==> src/rtl/uart_pkg.sv <==
// Shared definitions for the memory-mapped UART transmitter.
package uart_pkg;

  // Register selector, taken from dir[3:2]
  localparam logic [1:0] REG_DATA    = 2'd0;
  localparam logic [1:0] REG_STATUS  = 2'd1;
  localparam logic [1:0] REG_DIVISOR = 2'd2;

  // STATUS bit positions
  localparam int ST_LLENA    = 0;
  localparam int ST_VACIA    = 1;
  localparam int ST_OCUPADO  = 2;
  localparam int ST_DESBORDE = 3;

  typedef enum logic [1:0] {
    REPOSO = 2'd0,
    INICIO = 2'd1,
    DATOS  = 2'd2,
    PARADA = 2'd3
  } estado_t;

  // A programmed divisor of 0 would give a zero-length bit; treat it as 1.
  function automatic logic [15:0] div_efectivo(input logic [15:0] div);
    return (div == 16'd0) ? 16'd1 : div;
  endfunction

endpackage

==> src/rtl/fifo_sinc.sv <==
// Single-clock FIFO; count is one bit wider than the pointers so full is distinct from empty.
module fifo_sinc #(
  parameter int ANCHO     = 8,
  parameter int PROF_LOG2 = 3
) (
  input  logic                 i_clk,
  input  logic                 i_reset,
  input  logic                 i_push,
  input  logic                 i_pop,
  input  logic [ANCHO-1:0]     i_dato_in,
  output logic [ANCHO-1:0]     o_dato_out,
  output logic                 o_llena,
  output logic                 o_vacia,
  output logic [PROF_LOG2:0]   o_cuenta
);

  localparam int PROF = 1 << PROF_LOG2;

  logic [ANCHO-1:0]     r_mem [PROF];
  logic [PROF_LOG2-1:0] r_wr;
  logic [PROF_LOG2-1:0] r_rd;
  logic [PROF_LOG2:0]   r_cuenta;
  logic                 w_push_ok;
  logic                 w_pop_ok;

  // Full/empty come from the registered count, so a same-cycle pop never frees room for a push.
  assign o_llena    = (r_cuenta == (PROF_LOG2+1)'(PROF));
  assign o_vacia    = (r_cuenta == '0);
  assign o_cuenta   = r_cuenta;
  assign o_dato_out = r_mem[r_rd];
  assign w_push_ok  = i_push & ~o_llena;
  assign w_pop_ok   = i_pop & ~o_vacia;

  // Storage array; contents need no reset since the count gates every read.
  always_ff @(posedge i_clk) begin
    if (w_push_ok) r_mem[r_wr] <= i_dato_in;
  end

  // Pointers wrap naturally; count moves only when exactly one side is active.
  always_ff @(posedge i_clk) begin
    if (i_reset) begin
      r_wr     <= '0;
      r_rd     <= '0;
      r_cuenta <= '0;
    end else begin
      if (w_push_ok) r_wr <= r_wr + PROF_LOG2'(1);
      if (w_pop_ok)  r_rd <= r_rd + PROF_LOG2'(1);
      case ({w_push_ok, w_pop_ok})
        2'b10:   r_cuenta <= r_cuenta + (PROF_LOG2+1)'(1);
        2'b01:   r_cuenta <= r_cuenta - (PROF_LOG2+1)'(1);
        default: r_cuenta <= r_cuenta;
      endcase
    end
  end

endmodule

==> src/rtl/uart_tx_mmio.sv <==
// Memory-mapped 8N1 UART transmitter: address decode, registers, FIFO and serialiser FSM.
module uart_tx_mmio
  import uart_pkg::*;
#(
  parameter logic [31:0] DIR_BASE  = 32'h0000_1000,
  parameter logic [15:0] DIVISOR   = 16'd434,
  parameter int          PROF_LOG2 = 3
) (
  input  logic        i_clk,
  input  logic        i_reset,
  input  logic [31:0] i_dir,
  input  logic [31:0] i_dat_escritura,
  input  logic        i_hab_escritura,
  output logic        o_sel,
  output logic [31:0] o_dat_lectura,
  output logic        o_tx
);

  logic [1:0]         w_reg;
  logic               w_wr;
  logic               w_push;
  logic               w_pop;
  logic               w_llena;
  logic               w_vacia;
  logic [PROF_LOG2:0] w_cuenta;
  logic [7:0]         w_dato;
  logic [15:0]        w_recarga;

  logic [15:0] r_div;
  logic        r_desborde;
  estado_t     r_estado;
  logic [15:0] r_cnt;
  logic [2:0]  r_bit;
  logic [7:0]  r_shift;
  logic        r_tx;

  assign o_sel     = (i_dir[31:4] == DIR_BASE[31:4]);
  assign w_reg     = i_dir[3:2];
  assign w_wr      = o_sel & i_hab_escritura;
  assign w_push    = w_wr & (w_reg == REG_DATA);
  assign w_pop     = (r_estado == REPOSO) & ~w_vacia;
  // Reload value sampled only at bit entry, so divisor writes land on bit boundaries.
  assign w_recarga = div_efectivo(r_div) - 16'd1;
  assign o_tx      = r_tx;

  fifo_sinc #(.ANCHO(8), .PROF_LOG2(PROF_LOG2)) u_fifo (
    .i_clk      (i_clk),
    .i_reset    (i_reset),
    .i_push     (w_push),
    .i_pop      (w_pop),
    .i_dato_in  (i_dat_escritura[7:0]),
    .o_dato_out (w_dato),
    .o_llena    (w_llena),
    .o_vacia    (w_vacia),
    .o_cuenta   (w_cuenta)
  );

  // Divisor register and sticky overflow flag (write-1-to-clear).
  always_ff @(posedge i_clk) begin
    if (i_reset) begin
      r_div      <= DIVISOR;
      r_desborde <= 1'b0;
    end else begin
      if (w_wr && w_reg == REG_DIVISOR) r_div <= i_dat_escritura[15:0];
      if (w_push && w_llena)
        r_desborde <= 1'b1;
      else if (w_wr && w_reg == REG_STATUS && i_dat_escritura[ST_DESBORDE])
        r_desborde <= 1'b0;
    end
  end

  // Serialiser: start bit, 8 data bits LSB first, stop bit, each div_efectivo cycles long.
  always_ff @(posedge i_clk) begin
    if (i_reset) begin
      r_estado <= REPOSO;
      r_tx     <= 1'b1;
      r_cnt    <= '0;
      r_bit    <= '0;
      r_shift  <= '0;
    end else begin
      case (r_estado)
        REPOSO: begin
          if (!w_vacia) begin
            r_shift  <= w_dato;
            r_tx     <= 1'b0;
            r_cnt    <= w_recarga;
            r_estado <= INICIO;
          end
        end
        INICIO: begin
          if (r_cnt == '0) begin
            r_tx     <= r_shift[0];
            r_shift  <= {1'b0, r_shift[7:1]};
            r_bit    <= '0;
            r_cnt    <= w_recarga;
            r_estado <= DATOS;
          end else begin
            r_cnt <= r_cnt - 16'd1;
          end
        end
        DATOS: begin
          if (r_cnt == '0) begin
            r_cnt <= w_recarga;
            if (r_bit == 3'd7) begin
              r_tx     <= 1'b1;
              r_estado <= PARADA;
            end else begin
              r_tx    <= r_shift[0];
              r_shift <= {1'b0, r_shift[7:1]};
              r_bit   <= r_bit + 3'd1;
            end
          end else begin
            r_cnt <= r_cnt - 16'd1;
          end
        end
        PARADA: begin
          if (r_cnt == '0) r_estado <= REPOSO;
          else             r_cnt    <= r_cnt - 16'd1;
        end
        default: r_estado <= REPOSO;
      endcase
    end
  end

  // Combinational read mux; zero whenever this block is not addressed.
  always_comb begin
    o_dat_lectura = '0;
    if (o_sel) begin
      case (w_reg)
        REG_STATUS: begin
          o_dat_lectura[ST_LLENA]    = w_llena;
          o_dat_lectura[ST_VACIA]    = w_vacia;
          o_dat_lectura[ST_OCUPADO]  = (r_estado != REPOSO);
          o_dat_lectura[ST_DESBORDE] = r_desborde;
          o_dat_lectura[7:4]         = 4'(w_cuenta);
        end
        REG_DIVISOR: o_dat_lectura[15:0] = r_div;
        default:     o_dat_lectura = '0;
      endcase
    end
  end

endmodule

==> config.mk <==
export PLATFORM = sky130hd
export DESIGN_NAME = uart_tx_mmio
export DESIGN_NICKNAME = d
export VERILOG_FILES = /design/src/rtl/uart_pkg.sv /design/src/rtl/fifo_sinc.sv /design/src/rtl/uart_tx_mmio.sv
export SDC_FILE = /design/constraint.sdc
export NUM_CORES = 1
export LEC_CHECK = 0
export ABC_CLOCK_PERIOD_IN_PS = 4600
export CORE_MARGIN = 10
export CORE_UTILIZATION = 40
export CTS_CLUSTER_DIAMETER = 30
export CTS_CLUSTER_SIZE = 24
export DETAILED_ROUTE_END_ITERATION = 8
export GPL_TIMING_DRIVEN = 0
export HOLD_SLACK_MARGIN = 0.02
export PLACE_DENSITY = 0.74
export SLEW_MARGIN = 5
export SYNTH_ARGS = -nofsm -noshare
export SYNTH_HDL_FRONTEND = slang
export SYNTH_SLANG_ARGS = --single-unit
==> constraint.sdc <==
create_clock -name i_clk -period 4.6 [get_ports i_clk]
set_input_delay 0.69 -clock i_clk [delete_from_list [all_inputs] [get_ports i_clk]]
set_output_delay 0.69 -clock i_clk [all_outputs]
set_load 0.03 [all_outputs]
==> impl_results.md <==
- Total of buffers placed on input and output ports: 65
- Level count of the clock H-tree: 4
- Post-synthesis instance area: 6050 um^2
- Final nets: 735
- Max-cap check violation count: 0
- Status: complete, no violations
- Synth warn: 0
- Type of element launching the critical path: input pin
- Crit path max-delay family: buffers and inverters
- Final Wtd Congestion: 0.921
- Final Hold Fails: 0
- Worst vdd rail ir drop: 0.339 mV
- Clk root buf: clkbuf_16
- Share of the clock period used by the worst path after layout: 90.3%
- Number of enable-type register cells in the synthesized netlist: 64
- Critical path data required time: 3910 ps
- Crit path largest cell delay: 780 ps
- DP HPWL: 11100 um
- Finish-stage setup viols: 0
- Vert. Die Dim: 143 um
- IO Count: 101
- Residual DRC: 0
- Synth async-reset ratio: 0%
- Worst Path Class, Setup: input pin to output port
- Vias in the first global route: 4552
- Crit path max-delay cell type: nor3_1
- Unrepaired setup endpoints after global routing: no
- First-pass iteration count of the detailed router: 5
- Cell types occupying the most area after synthesis: edfxtp_1, dfxtp_1, mux4_2
- Latest clock arrival within the worst-skew pair: 420 ps
- Total number of vias: 4668
- Post-synth cell types: 57
- Number of buffers added for setup after CTS: 0
- Total die area: 20500 um^2
- Most frequent cell after synthesis: nor2_1
- Maximum root-to-sink buffer count: 2
- Total power per unit cell area: 433 nW/um^2
- Mean Syn Cell Area: 11.0 um^2
- Final Slew Violations: 0
- Area growth from synthesis to final layout: 25.6%
- Cell count after synthesis: 551
- TritonCTS Sinks: 124
- Total Wirelength: 15400 um
- Post-synth top cells: nor2_1, edfxtp_1, dfxtp_1
- # fillers: 1252
- Overflow left after global routing: 0
- CP Capture Type: output port
- GRT Util Overall: 15.1%
- Resized cells post-CTS: 0
- TritonCTS clock tree: built
- LEAKAGE: 2.63 nW
- Routed Antenna Nets: 0
- Maximum fanout along the worst path: 9
- Synth Register Bits: 124
- Hold-fix buffers at CTS: 0
- Die W: 143 um
- Leading area contributor after synthesis: edfxtp_1
- Critical path arrival: 3460 ps
- Number of antenna violations at the first check in global routing: 0
- Overall power of the completed layout: 3.29 mW
- Cell-by-cell listing of the critical path: clkdlybuf4s50_1 > inv_1 > ha_1 > clkbuf_1 > inv_1 > nor3_1 > and2_1 > clkdlybuf4s50_1
- Worst slew pin tran: 943 ps
- Wire length of the first global-routing pass: 24000 um
- Number of antenna repair diodes: 0
- Most instantiated flip-flop cell in the synthesis netlist: edfxtp_1
- Post-Route Setup TNS: 0 ps
- Initial standard-cell utilization of the core: 41.2%
- Clock Skews: 9.06 ps
- Site row count: 44
- Max-slew headroom at the worst pin: 36.7%
- Via density per instance: 5.51
- Maximum operating frequency: 241 MHz
- Layout cell share with drive strength beyond 1: 12.2%
- CTS clock-pin slew for the worst setup and hold paths: 50 ps
- Iter 0 DRT Violations: 429
- Class of the tightest hold or removal check: flop to flop
- Min cycle time layout: 4150 ps
- CP Buf/Inv Count: 5
- Total core area: 14700 um^2
- Largest net degree at the start of global routing: 17
- Part of the Yosys area used for sequential elements: 51.6%
- Number of buffers created by CTS: 17
- Area share of the leading cell type in the synthesized netlist: 31.7%
- Per-cell routed wire length: 18.2 um
-- where the power goes --
part           leakage (nW)  switching [mW]  internal (mW)
clock                 0.272           0.475          0.824
sequential             1.06          0.0389           1.21
combinational          1.30           0.466          0.280
total                  2.63           0.980           2.31
-- stage by stage --
step / util (%) / cell area (um^2) / instances / hold slack, ps / setup WS, ps
detailed placement: 47.6 / 6990 / 815 / 455 / 512
CTS: 51.5 / 7570 / 847 / 464 / 510
finish: 51.7 / 7600 / 847 / 466 / 447
floorplan: - / 6110 / 566 / 437 / 1160
global route: 51.7 / 7600 / 847 / 483 / 358
global placement: 47.6 / 6990 / 815 / 445 / 561
-- worst reg2reg max path, delay by kind of cell, from the launching register on --
kind,cells,cell delay (ps)
adders and majority gates,1,260
AOI/OAI and AO/OA,1,160
buffers and inverters,1,190
DFF,1,300
and+or+nand+nor,7,1940
xor gates and xnor gates,1,130
-- final timing paths --
check | from | endpoint | slack (ps) | cells after the start
max | i_dir[2] | o_dat_lectura[8] | 450 | 8
min | r_shift[7] | r_shift[7] | 470 | 2
max reg2reg | r_div[2] | r_cnt[12] | 1560 | 11
min reg2reg | r_shift[7] | r_shift[7] | 470 | 2
-- routing by layer --
metal | global-route usage (%) | routed length [um] | up-vias | share of wire [%]
li1 | - | - | 2220 | -
met1 | 19.4 | 6630 | 2204 | 43
met2 | 23.5 | 7120 | 217 | 46
met3 | 4.21 | 1410 | 27 | 9.1
met4 | 5.81 | 278 | 0 | 1.8
met5 | 0 | 0 | - | 0
-- cells by family (layout without fill, tap and decap cells) --
family / count (synthesis) / count (layout) / synth area share (%)
AOI/OAI and AO/OA: 105 / 105 / 11.4
xor gates and xnor gates: 14 / 14 / 2.03
adders and majority gates: 18 / 18 / 3.84
buffers and inverters: 60 / 157 / 4.94
DFF: 124 / 124 / 51.6
muxes: 46 / 46 / 10.9
other: 1 / 16 / 0.0619
and+or+nand+nor: 183 / 183 / 15.3
-- final cells by class --
cell class,count,area [um^2],area share (%)
clock inverter,10,118,1.55
timing repair buffer,65,651,8.56
multi-input combinational,382,2720,35.8
inverter,18,67.6,0.889
tap,184,230,3.03
buffer,42,231,3.04
sequential,124,3120,41.1
clock buffer,22,464,6.10
-- layout by cell type (no fill, tap or decap), types with 5 or more instances in the layout --
master	instances
and2_1	11
edfxtp_1	64
clkbuf_16	17
a21oi_1	22
or3_1	7
clkbuf_1	20
inv_1	18
o21ai_0	25
mux4_2	16
buf_2	5
nand3_1	6
a31oi_1	6
mux2i_1	29
xnor2_1	9
a22oi_1	11
o22ai_1	6
nor3_1	13
nor2_1	75
nand2_1	24
conb_1	16
nor4_1	15
xor2_1	5
ha_1	17
a211o_1	6
or4_1	5
buf_4	16
clkdlybuf4s50_1	65
o32ai_1	5
dfxtp_1	60
-- registers in the layout (all words and copies together) (netlist names), named ones only --
register	count
u_fifo.r_wr	3
r_cnt	16
r_desborde	1
u_fifo.o_cuenta	4
r_shift	8
u_fifo.r_mem	64
o_tx	1
r_div	16
r_bit	3
u_fifo.r_rd	3
r_estado	2
Power figures use the tool's default switching activity.
